### config.mk
export PLATFORM = sky130hd
export DESIGN_NAME = axil_ctrl_regs
export DESIGN_NICKNAME = d
export VERILOG_FILES = /design/src/rtl/axil_ctrl_regs.sv
export SDC_FILE = /design/constraint.sdc
export NUM_CORES = 1
export LEC_CHECK = 0
export CAP_MARGIN = 5
export CORE_UTILIZATION = 47
export DETAILED_ROUTE_END_ITERATION = 12
export PLACE_DENSITY = 0.8
export SYNTH_ARGS = -nofsm -noshare
export SYNTH_HDL_FRONTEND = slang
export SYNTH_SLANG_ARGS = --single-unit
export TNS_END_PERCENT = 20
### constraint.sdc
create_clock -name clk -period 2.8 [get_ports clk]
set_input_delay 0.56 -clock clk [delete_from_list [all_inputs] [get_ports clk]]
set_output_delay 0.56 -clock clk [all_outputs]
set_load 0.02 [all_outputs]
### src/rtl/axil_ctrl_regs.sv
// axil_ctrl_regs: AXI4-Lite register bank driving NUM_CH capture channels and the PL-to-PS irq.
// Define AXIL_CTRL_REGS_TIMESTAMP_EN to add a 64-bit timestamp readable coherently at 0x30/0x34.
module axil_ctrl_regs #(
    parameter int          ADDR_W   = 12,
    parameter int          NUM_CH   = 4,
    parameter int          CFG_W    = 16,
    parameter logic [31:0] ID_VALUE = 32'h4447_0001
) (
    input  logic                    clk,
    input  logic                    resetn,
    input  logic [ADDR_W-1:0]       s_axi_awaddr,
    input  logic                    s_axi_awvalid,
    output logic                    s_axi_awready,
    input  logic [31:0]             s_axi_wdata,
    input  logic [3:0]              s_axi_wstrb,
    input  logic                    s_axi_wvalid,
    output logic                    s_axi_wready,
    output logic [1:0]              s_axi_bresp,
    output logic                    s_axi_bvalid,
    input  logic                    s_axi_bready,
    input  logic [ADDR_W-1:0]       s_axi_araddr,
    input  logic                    s_axi_arvalid,
    output logic                    s_axi_arready,
    output logic [31:0]             s_axi_rdata,
    output logic [1:0]              s_axi_rresp,
    output logic                    s_axi_rvalid,
    input  logic                    s_axi_rready,
    output logic [NUM_CH-1:0]       ch_enable,
    output logic [NUM_CH-1:0]       ch_start,
    output logic [NUM_CH*CFG_W-1:0] ch_cfg,
    input  logic [NUM_CH-1:0]       ch_busy,
    input  logic [NUM_CH-1:0]       ch_done,
    output logic                    irq
);
    localparam logic [1:0] OKAY   = 2'b00;
    localparam logic [1:0] SLVERR = 2'b10;
`ifdef AXIL_CTRL_REGS_TIMESTAMP_EN
    localparam bit TS_EN = 1'b1;
    logic [63:0] ts_cnt;
    logic [31:0] ts_shadow;
`else
    localparam bit TS_EN = 1'b0;
`endif

    typedef enum logic [1:0] {W_IDLE, W_WAIT_A, W_WAIT_D, W_RESP} w_state_t;
    typedef enum logic {R_IDLE, R_RESP} r_state_t;

    w_state_t          w_state, w_next;
    r_state_t          r_state, r_next;
    logic              live;
    logic              aw_hs, w_hs, ar_hs, commit;
    logic [ADDR_W-1:0] aw_addr_q, w_addr;
    logic [31:0]       wdata_q, w_data, w_mask, rd_data;
    logic [3:0]        wstrb_q, w_strb;
    logic [5:0]        w_idx, r_idx;
    logic [NUM_CH-1:0] irq_en, irq_stat, w1c_clr;
    logic [CFG_W-1:0]  cfg_q [NUM_CH];
    logic              unused;

    function automatic logic is_mapped(input logic [5:0] i);
        return i < 6'(4 + NUM_CH) || i == 6'd15 || (TS_EN && (i == 6'd12 || i == 6'd13));
    endfunction

    // Ready outputs stay low until the first clock after reset so nothing handshakes during reset.
    always_comb begin
        s_axi_awready = live && (w_state == W_IDLE || w_state == W_WAIT_A);
        s_axi_wready  = live && (w_state == W_IDLE || w_state == W_WAIT_D);
        s_axi_bvalid  = w_state == W_RESP;
        aw_hs         = s_axi_awvalid && s_axi_awready;
        w_hs          = s_axi_wvalid && s_axi_wready;
        commit        = (aw_hs || w_state == W_WAIT_D) && (w_hs || w_state == W_WAIT_A);
        w_next        = commit ? W_RESP :
                        aw_hs  ? W_WAIT_D :
                        w_hs   ? W_WAIT_A :
                        (w_state == W_RESP && s_axi_bready) ? W_IDLE : w_state;
        w_addr        = w_state == W_WAIT_D ? aw_addr_q : s_axi_awaddr;
        w_data        = w_state == W_WAIT_A ? wdata_q : s_axi_wdata;
        w_strb        = w_state == W_WAIT_A ? wstrb_q : s_axi_wstrb;
        w_idx         = w_addr[7:2];
        w_mask        = {{8{w_strb[3]}}, {8{w_strb[2]}}, {8{w_strb[1]}}, {8{w_strb[0]}}};
        w1c_clr       = (commit && w_idx == 6'd3 && w_strb[0]) ? w_data[NUM_CH-1:0] : '0;
    end

    always_comb begin
        s_axi_arready = live && r_state == R_IDLE;
        s_axi_rvalid  = r_state == R_RESP;
        ar_hs         = s_axi_arvalid && s_axi_arready;
        r_next        = ar_hs ? R_RESP : (s_axi_rvalid && s_axi_rready) ? R_IDLE : r_state;
        r_idx         = s_axi_araddr[7:2];
        rd_data       = r_idx == 6'd0  ? 32'(ch_enable) :
                        r_idx == 6'd1  ? 32'(ch_busy) :
                        r_idx == 6'd2  ? 32'(irq_en) :
                        r_idx == 6'd3  ? 32'(irq_stat) :
                        r_idx == 6'd15 ? ID_VALUE : '0;
        for (int n = 0; n < NUM_CH; n++)
            if (r_idx == 6'(4 + n)) rd_data = 32'(cfg_q[n]);
`ifdef AXIL_CTRL_REGS_TIMESTAMP_EN
        if (r_idx == 6'd12) rd_data = ts_cnt[31:0];
        if (r_idx == 6'd13) rd_data = ts_shadow;
`endif
    end

    always_ff @(posedge clk or negedge resetn) begin
        if (!resetn) begin
            live        <= 1'b0;
            w_state     <= W_IDLE;
            r_state     <= R_IDLE;
            aw_addr_q   <= '0;
            wdata_q     <= '0;
            wstrb_q     <= '0;
            s_axi_bresp <= OKAY;
            s_axi_rdata <= '0;
            s_axi_rresp <= OKAY;
        end else begin
            live    <= 1'b1;
            w_state <= w_next;
            r_state <= r_next;
            if (aw_hs) aw_addr_q <= s_axi_awaddr;
            if (w_hs) begin
                wdata_q <= s_axi_wdata;
                wstrb_q <= s_axi_wstrb;
            end
            if (commit) s_axi_bresp <= is_mapped(w_idx) ? OKAY : SLVERR;
            if (ar_hs) begin
                s_axi_rdata <= rd_data;
                s_axi_rresp <= is_mapped(r_idx) ? OKAY : SLVERR;
            end
        end
    end

    // A done pulse in the same cycle as a W1C clear keeps the bit set.
    always_ff @(posedge clk or negedge resetn) begin
        if (!resetn) begin
            ch_enable <= '0;
            ch_start  <= '0;
            irq_en    <= '0;
            irq_stat  <= '0;
            irq       <= 1'b0;
            for (int n = 0; n < NUM_CH; n++) cfg_q[n] <= '0;
        end else begin
            if (commit && w_idx == 6'd0 && w_strb[0]) ch_enable <= w_data[NUM_CH-1:0];
            if (commit && w_idx == 6'd2 && w_strb[0]) irq_en <= w_data[NUM_CH-1:0];
            ch_start <= (commit && w_idx == 6'd0 && w_strb[1]) ? w_data[8 +: NUM_CH] : '0;
            irq_stat <= (irq_stat & ~w1c_clr) | ch_done;
            irq      <= |(irq_stat & irq_en);
            for (int n = 0; n < NUM_CH; n++)
                if (commit && w_idx == 6'(4 + n))
                    cfg_q[n] <= (cfg_q[n] & ~w_mask[CFG_W-1:0]) | (w_data[CFG_W-1:0] & w_mask[CFG_W-1:0]);
        end
    end

`ifdef AXIL_CTRL_REGS_TIMESTAMP_EN
    // Reading TS_LO snapshots the upper word so a following TS_HI read matches it.
    always_ff @(posedge clk or negedge resetn) begin
        if (!resetn) begin
            ts_cnt    <= '0;
            ts_shadow <= '0;
        end else begin
            ts_cnt <= ts_cnt + 64'd1;
            if (ar_hs && r_idx == 6'd12) ts_shadow <= ts_cnt[63:32];
        end
    end
`endif

    for (genvar i = 0; i < NUM_CH; i++) begin : g_cfg
        assign ch_cfg[i*CFG_W +: CFG_W] = cfg_q[i];
    end

    assign unused = ^{w_addr, w_data, w_mask, s_axi_araddr};
endmodule

## Yosys cells after proc, flatten, opt, wreduce, memory -nomap -nowiden

Cells that the tools add are included.

| word-level totals | value |
|---|---|
| register bits | 147 |
| input port bits | 75 |
| word-level logic and storage cells | 107 |
| output and inout port bits | 114 |

| operators by class | value |
|---|---|
| reduce and logical (&&, ||, !) cells | 32 |
| eq/ne operators | 18 |
| muxes and demuxes | 22 |
| bitwise operators | 15 |
| order comparisons | 2 |

Operators with widths:

| operator | number |
|---|---|
| $mux 31 | 6 |
| $mux 32 | 3 |
| $and 16x16->16 | 5 |
| $or 16x16->16 | 4 |
| $eq 6x3->1 const B | 8 |
| $eq 6x2->1 const B | 4 |
| $logic_and 1x1->1 | 20 |
| $mux 16 | 1 |
| $not 16->16 | 1 |
| $mux 2 | 7 |
| $eq 6x4->1 const B | 2 |
| $logic_not 6->1 | 2 |
| $lt 6x4->1 const B | 2 |
| $and 4x4->4 | 2 |
| $mux 4 | 2 |
| $mux 8 | 1 |
| $eq 6x1->1 const B | 1 |
| $logic_or 1x1->1 | 6 |
| $eq 2x2->1 const B | 2 |
| $not 4->4 | 1 |
| $or 4x4->4 | 1 |
| $reduce_bool 4->1 | 1 |
| $reduce_or 4->1 | 1 |
| $eq 2x1->1 const B | 1 |
| other kinds (4) | 5 |

## Logic depth before layout (Yosys ltp)

Gate-level depths: netlist of the first run.

| depth | value |
|---|---|
| depth after elaboration | 12 |
| mapped depth | 7 |
| mapped depth without buffers | 5 |

## Worst setup path before layout of the first run

Ideal clock, no wire load.

| path | value |
|---|---|
| path kind | reg-to-reg |
| from | register w_state[1] |
| to | register with a tool-made name |
| arrival time | 2.102 ns |
| required time | 2.675 ns |
| period minus slack after synthesis | 2.227 ns |
| path buffers | 2 |
| slack | 0.573 ns |
| library setup time | 0.125 ns |
| stages on the path, launching flop included | 8 |
| cells stage by stage | dfrtp_1 -> buf_6 -> and2_4 -> or3_1 -> buf_6 -> nor4_4 -> nand2_4 -> mux2_4 |

RTL lines:

| what | RTL line | RTL |
|---|---|---|
| start, declared | 48 | `w_state_t w_state, w_next;` |
| start signal, assigned | 116 | `w_state <= w_next;` |

==> reports/qor.yml, run 1 <==
finalMaxSlewViolations: 0
clockRootBuffer: "clkbuf_16"
syn_avg_cell_area_um2: 12.09
first_iter_violations: 336
path_class: "reg -> reg"
synth_area_leaders: "dfrtp_1 (52%), mux2_2 (21%), o21ai_0 (3.0%)"
finalCritPeriodShare: 0.8962
grt_pass1_vias: 4991
grt_pass1_wl_mm: 25.85
utilization: 0.6654
rsz0062_at_grt: "no"
cts_hold_buf: 0
cts_setup_buffers: 0
die_width_um: 116.1
die_h_um: 116.1
ys_warn_count: 0
core_area_um2: 12670
finalSetupViolations: 0
wl_mm: 16.70
cts_max_level: 4
cts_buffer_depth: 2
synth_edf_count: 0
fin_hold_ws_ns: 0.05282
tightest_slew_ns: 0.7930
ios: 189
ys_async_sr_fraction: 1.000
irDropWorstVdd_uv: 468.3
synth_cell_types: 51
drive_above_1_share: 0.2757
crit_fanout: 11
dr.pass1.iters: 6
yosysTopAreaCellShare: 0.5236
cts-resized-gates: 0
drv_cap: 0
synth_area_um2: 6117
ys_seq_area_frac: 0.5236
fin_area_um2: 8432
grt.total_usage: 0.2599
ant_nets: 0
io_buffers: 146
synth_ff_type: "dfrtp_1"
cts.sinks: 128
overflow: 0
synth.ff_latch_count: 128
finalHoldViolations: 0
critPathCaptureType: "register"
hp-class: "in -> async"
grt_max_degree: 58
clkTransAtPathRegs_ns: 0.06
wl_per_cell_um: 19.55
yosysMostFrequentCell: "dfrtp_1"
fin_skew_ns: 0.01059
gp_congestion: 0.9059
viasPerCell: 5.656
cts_inserted_buffers: 17
min_period_ns: 2.509
drc_errors: 0
num_vias: 4830
synth_common_cells: "dfrtp_1 (128), mux2_2 (113), o21ai_0 (37)"
slew_headroom: 0.4668
place_area_um2: 7814
pre_cts_ws_ns: -0.03845
row_count: 41
area_growth_pct: 37.84
dieArea_um2: 13480
fmax_ghz: 0.3985
synth_top_area_cell: "dfrtp_1"
syn_inst: 506
start_util: 0.4828
diodes: 0
insertion_delay_ns: 0.41
power.density_nw_per_um2: 874.8
crit_required_ns: 3.09
antenna_found_initial: 0
cp_data_arrival_time_ns: 2.80
hpwl_mm: 11.83
status: "finished, final reports clean"
start_kind: "register"
layout.nets: 744
leakage_nw: 3.734
cts_tree: "done"
worst_slack_ns: 0.2907
## cell families (layout without fill, tap and decap cells)
logic type,count (synthesis),in the layout,synth area share
DFF,128,128,0.5236
AOI/OAI and AO/OA,79,79,0.08468
muxes,131,131,0.2440
and+or+nand+nor,124,124,0.1072
other,2,13,0.001228
buffers and inverters,42,207,0.03927
## power breakdown
| part | internal (W) | total (W) | switching [W] |
|---|---|---|---|
| clock network | 0.00149 | 0.00229 | 0.000798 |
| logic | 0.00120 | 0.00236 | 0.00117 |
| registers | 0.00232 | 0.00272 | 0.000401 |
## metrics by stage
step / setup TNS (ns) / total power (W) / std cells
4_1_cts: 0 / 0.007400 / 854
3_5_place_dp: -0.2562 / 0.005080 / 822
2_1_floorplan: 0 / 0.004065 / 517
3_3_place_gp: 0 / 0.004976 / 822
5_1_grt: 0 / 0.007697 / 854
6_report: 0 / 0.007377 / 854
## layer usage
metal	up-vias	global-route usage	wire [um]
li1	2152	-	-
met1	2411	0.3301	7015
met2	235	0.4361	8391
met3	32	0.05387	1010
met4	0	0.1017	278
met5	-	0	0
## worst max-delay path: stages (launching register included)
cell     delay [ns]
dfrtp_1        0.51
and2_4         0.23
or3_1          0.51
nor4_4         0.54
nand2_4        0.25
mux2_4         0.35
## placed cells by master (no fill, tap or decap), types with 4 or more instances in the layout
master	instances
nor2_1	31
o21ai_0	37
clkdlybuf4s50_1	145
conb_1	13
mux2_4	8
buf_4	26
nand2b_1	6
mux2i_1	10
nand3_1	12
a22oi_1	4
dfrtp_1	128
clkinvlp_4	4
a21o_1	4
nor2b_1	11
a31oi_1	4
clkbuf_16	17
clkbuf_8	4
o22ai_1	4
a221oi_1	9
nor3_1	6
mux2_2	113
nand2_1	32
## worst paths after layout
path	start	end	slack, ns	cells after the start
min	resetn	asynchronous set/reset pin	0.05	1
max in group asynchronous	resetn	asynchronous set/reset pin	1.99	2
min reg2reg	s_axi_rdata[5]	s_axi_rdata[5]	0.48	2
max	w_state[1]	register	0.29	5
max reg2reg	w_state[1]	register	0.29	5
min in group clk	s_axi_rdata[5]	s_axi_rdata[5]	0.48	2
## area by class of cell
class	count	area (um^2)
timing repair buffer	172	1667
multi-input combinational	347	2718
clock buffer	23	488.0
clock inverter	9	130.1
inverter	3	11.26
sequential	128	3203
fill	958	4239
tap	172	215.2
(Power assumes the default switching activity.)
==> run 2: changes to the inputs <==
--- a/config.mk
+++ b/config.mk
@@ -6,8 +6,10 @@
 export NUM_CORES = 1
 export LEC_CHECK = 0
 export CAP_MARGIN = 5
+export CORE_ASPECT_RATIO = 0.8
 export CORE_UTILIZATION = 47
 export DETAILED_ROUTE_END_ITERATION = 12
+export GPL_ROUTABILITY_DRIVEN = 0
 export PLACE_DENSITY = 0.8
 export SYNTH_ARGS = -nofsm -noshare
 export SYNTH_HDL_FRONTEND = slang
==> run 2 against run 1 <==
Effect of this change: register-to-register slack about the same; largest power group unchanged; core utilization increased by 1.6 points; highest routed layer unchanged; via count decreased by 0.39%.
==> reports/qor.yml, run 2 (same netlist as run 1, synthesis figures left out) <==
crit_required_ns: 3.10  # about the same
dr.pass1.iters: 5  # -1
diodes: 0  # unchanged
insertion_delay_ns: 0.42  # about the same
fmax_ghz: 0.3997  # +0.29%
cts_hold_buf: 0  # unchanged
cts_tree: "done"
first_iter_violations: 346  # +3.0%
fin_tns_setup_ns: 0  # unchanged
rsz0062_at_grt: "no"
hpwl_mm: 12.05  # +1.9%
drive_above_1_share: 0.2767  # +0.001061
drv_cap: 0  # unchanged
area_growth_pct: 38.39
irDropWorstVdd_uv: 608.7  # +30%
finalHoldViolations: 0  # unchanged
ant_nets: 0  # unchanged
cts_inserted_buffers: 17  # unchanged
die_width_um: 129.6  # +12%
overflow: 0  # unchanged
core_area_um2: 12430  # -1.9%
grt_max_degree: 47  # -19%
grt.total_usage: 0.2657  # +0.005733
ios: 189  # unchanged
io_buffers: 146  # unchanged
wl_per_cell_um: 19.78  # +1.2%
leakage_nw: 3.761  # +0.74%
finalCritPeriodShare: 0.8936  # -0.002551
finalPower_w: 0.007520  # +1.9%
cts-resized-gates: 0  # unchanged
wl_mm: 16.89  # +1.2%
status: "finished, final reports clean"
clockRootBuffer: "clkbuf_16"
tightest_slew_ns: 0.7357  # -0.05725 ns
cts_setup_buffers: 0  # unchanged
antenna_found_initial: 0  # unchanged
drc_errors: 0  # unchanged
num_vias: 4811  # -0.39%
finalMaxSlewViolations: 0  # unchanged
viasPerCell: 5.633  # -0.39%
die_h_um: 104.0  # -10%
grt_pass1_vias: 5050  # +1.2%
grt_pass1_wl_mm: 26.87  # +3.9%
cts_max_level: 4  # unchanged
critPathCaptureType: "register"
final_common_cell: "clkdlybuf4s50_1"
finalSetupViolations: 0  # unchanged
dieArea_um2: 13480  # about the same
slew_headroom: 0.5053  # +0.03849
row_count: 36  # -12%
layout_common_cells: "clkdlybuf4s50_1 (145), dfrtp_1 (128), mux2_2 (113)"
layout.nets: 745  # +0.13%
path_class: "reg -> reg"
power.density_nw_per_um2: 888.3  # +1.5%
cp_data_arrival_time_ns: 2.80  # about the same
hp-class: "in -> async"
cts.sinks: 128  # unchanged
start_util: 0.4920  # +0.009280
crit_fanout: 13  # +2
cts_buffer_depth: 2  # unchanged
clkTransAtPathRegs_ns: 0.06  # about the same
fin_skew_ns: 0.008765  # -0.001830 ns
start_kind: "register"
min_period_ns: 2.502  # -0.007144 ns
## run 2: layout make-up
cell class | count | area, um^2
Multi-Input combinational cell | 347 | 2718
Inverter | 3 | 11.26
Clock inverter | 11 | 185.2
Tap cell | 171 | 214.0
Sequential cell | 128 | 3203
Timing Repair Buffer | 173 | 1674
Clock buffer | 21 | 460.4
Fill cell | 886 | 3966
## run 2: per-layer routing
| metal | wire length [um] | global-route usage | vias to the layer above |
|---|---|---|---|
| li1 | - | - | 2143 |
| met2 | 8026 | 0.4228 | 199 |
| met5 | 0 | 0 | - |
| met4 | 339 | 0.1071 | 0 |
| met1 | 7418 | 0.3544 | 2437 |
| met3 | 1107 | 0.05401 | 32 |
## run 2: final timing paths
check | startpoint | to | slack, ns | cells after the start
worst max-delay path | w_state[0] | register | 0.30 | 6
worst min-delay path | resetn | asynchronous set/reset pin | 0.15 | 1
worst max register to register | w_state[0] | register | 0.30 | 6
worst min register to register | s_axi_rdata[12] | s_axi_rdata[12] | 0.49 | 2
max in group asynchronous | resetn | aw_addr_q[3] | 1.94 | 2
min in group clk | s_axi_rdata[12] | s_axi_rdata[12] | 0.49 | 2
## run 2: critical path: stages, from the launching register on
cell	delay [ns]
dfrtp_1	0.53
nand2b_1	0.45
mux2i_1	0.52
nor2_1	0.17
nand3_1	0.14
buf_4	0.21
mux2_2	0.35
## run 2: power breakdown
| group | internal, W | switching [W] |
|---|---|---|
| combinational | 0.00120 | 0.00117 |
| sequential | 0.00232 | 0.000404 |
| clock | 0.00162 | 0.000804 |
| total | 0.00514 | 0.00238 |
## run 2: metrics by stage
stage          setup slack, ns  instances  hold slack (ns)    util  instance area (um^2)
2_1_floorplan           0.5733        517           0.2644       -                  6158
3_3_place_gp           0.09909        822           0.4675  0.6290                  7820
3_5_place_dp           0.08118        822           0.4752  0.6290                  7820
4_1_cts                 0.3212        854           0.1670  0.6810                  8466
5_1_grt                 0.1424        854           0.2007  0.6810                  8466
6_report                0.2979        854           0.1488  0.6810                  8466
==> run 3: changes to the inputs <==
--- a/config.mk
+++ b/config.mk
@@ -6,11 +6,14 @@
 export NUM_CORES = 1
 export LEC_CHECK = 0
 export CAP_MARGIN = 5
+export CELL_PAD_IN_SITES_DETAIL_PLACEMENT = 0
+export CELL_PAD_IN_SITES_GLOBAL_PLACEMENT = 1
 export CORE_ASPECT_RATIO = 0.8
-export CORE_UTILIZATION = 47
+export CORE_UTILIZATION = 37
 export DETAILED_ROUTE_END_ITERATION = 12
 export GPL_ROUTABILITY_DRIVEN = 0
-export PLACE_DENSITY = 0.8
+export PLACE_DENSITY = 0.81
+export SETUP_SLACK_MARGIN = 0.1
 export SYNTH_ARGS = -nofsm -noshare
 export SYNTH_HDL_FRONTEND = slang
 export SYNTH_SLANG_ARGS = --single-unit
==> run 3 against run 2 <==
Effect of this change: sequential share of layout area is 0.26 points lower; largest cell class unchanged; highest routed layer unchanged; cell area rose by 0.69%; sequential power is essentially flat.
==> reports/qor.yml, run 3 (same netlist as run 1, synthesis figures left out) <==
hp-class: "in -> async"
rsz0062_at_grt: "no"
critPathCaptureType: "register"
fin_hold_ws_ns: 0.1450  # -0.003835 ns
start_util: 0.3834  # -0.1086
reg2reg_depth: 4  # -2
worstPathCellList: "nand2b_1 -> o31ai_1 -> nand3_1 -> mux2_2"
diodes: 0  # unchanged
start_kind: "register"
drive_above_1_share: 0.2807  # +0.003981
cts_setup_buffers: 0  # unchanged
status: "finished, final reports clean"
utilization: 0.5343  # -0.1466
slew_headroom: 0.4841  # -0.02124
min_period_ns: 2.459  # -0.04349 ns
ios: 189  # unchanged
grt_max_degree: 53  # +13%
irDropWorstVdd_uv: 672.2  # +10%
die_h_um: 117.0  # +12%
crit_required_ns: 3.10  # about the same
crit_end: "ch_enable[0]"
worst_slack_ns: 0.3413  # +0.04349 ns
wl_mm: 17.10  # +1.2%
path_class: "reg -> reg"
finalSetupViolations: 0  # unchanged
finalMaxSlewViolations: 0  # unchanged
cts_inserted_buffers: 17  # unchanged
place_area_um2: 7890  # +0.90%
hpwl_mm: 12.57  # +4.4%
multiInputGateArea_um2: 2718  # unchanged
crit_family: "compound AO/OA/AOI/OAI gates"
slowest_delay_ns: 0.71  # +0.18 ns
critical_path_depth: 4  # -2
fin_area_um2: 8524  # +0.69%
power.density_nw_per_um2: 877.1  # -1.3%
grt_pass1_wl_mm: 26.28  # -2.2%
seq_area_um2: 3203  # unchanged
final_common_cell: "clkdlybuf4s50_1"
reg2reg_to: "ch_enable[0]"
cts-resized-gates: 0  # unchanged
tightest_slew_ns: 0.7673  # +0.03159 ns
cts_tree: "done"
leakage_nw: 3.755  # -0.16%
grt_pass1_vias: 4736  # -6.2%
core_area_um2: 15950  # +28%
critPathBufInv: 0  # -1
fin_skew_ns: 0.009613  # +0.0008477 ns
cpMaxStageDelayCell: "o31ai_1"
reg2reg_setup_slack_ns: 0.34  # +0.04 ns
layout_common_cells: "clkdlybuf4s50_1 (145), dfrtp_1 (128), mux2_2 (113)"
cts_buffer_depth: 2  # unchanged
die_width_um: 145.8  # +13%
overflow: 0  # unchanged
drc_errors: 0  # unchanged
fin_tns_setup_ns: 0  # unchanged
io_buffers: 146  # unchanged
area_growth_pct: 39.35
layout.nets: 747  # +0.27%
finalCritPeriodShare: 0.8781  # -0.01553
crit-reg2reg-launch: "w_state[1]"
fmax_ghz: 0.4067  # +1.8%
fill_cells: 1350  # +52%
antenna_found_initial: 0  # unchanged
cp_data_arrival_time_ns: 2.75  # -0.05 ns
ant_nets: 0  # unchanged
clockRootBuffer: "clkbuf_16"
insertion_delay_ns: 0.41  # about the same
row_count: 41  # +14%
grt.total_usage: 0.2050  # -0.06064
viasPerCell: 5.226  # -7.2%
startpoint: "w_state[1]"
dieArea_um2: 17050  # +27%
cts_hold_buf: 0  # unchanged
finalHoldViolations: 0  # unchanged
drv_cap: 0  # unchanged
cts.sinks: 128  # unchanged
dr.pass1.iters: 5  # unchanged
wl_per_cell_um: 19.02  # -3.8%
clkTransAtPathRegs_ns: 0.06  # about the same
num_vias: 4698  # -2.3%
crit_fanout: 11  # -2
cts_max_level: 4  # unchanged
first_iter_violations: 251  # -27%
pre_cts_ws_ns: 0.06748  # -0.01370 ns
## run 3: cell types whose count changed in the layout (fill, tap and decap cells not counted)
| cell | change |
|---|---|
| clkinv_2 | -3 |
| inv_6 | +3 |
| buf_4 | +2 |
| clkbuf_1 | -2 |
| clkinvlp_4 | +2 |
| bufinv_16 | -1 |
## run 3: report_power, final
part	internal, W	switching, W
registers	0.00232	0.000398
clock network	0.00154	0.000849
logic	0.00120	0.00117
## run 3: per-layer routing
layer  vias to the layer above  global-route usage  share of wire
met5                         -                   0              0
met4                         0             0.06386          0.013
met3                        22             0.04380          0.048
met2                       175              0.3333           0.47
met1                      2346              0.2767           0.47
li1                       2155                   -              -
## run 3: layout make-up
class | instances | share of cell area
Clock buffer | 19 | 0.05313
Clock inverter | 12 | 0.02128
Inverter | 3 | 0.001321
Multi-Input combinational cell | 347 | 0.3188
Sequential cell | 128 | 0.3758
Tap cell | 215 | 0.03156
Timing Repair Buffer | 175 | 0.1982
## run 3: worst min-delay path by stage
stage | end | depth (start not counted)
floorplan | asynchronous set/reset pin | 0
finish | live | 1
detailed placement | s_axi_rdata[6] | 2
global placement | s_axi_rdata[5] | 2
global route | live | 1
CTS | live | 1
## run 3: through the flow
step	total power [W]	std cells
floorplan	0.004065	517
global placement	0.005028	868
detailed placement	0.005111	868
CTS	0.007511	899
global route	0.007825	899
finish	0.007477	899
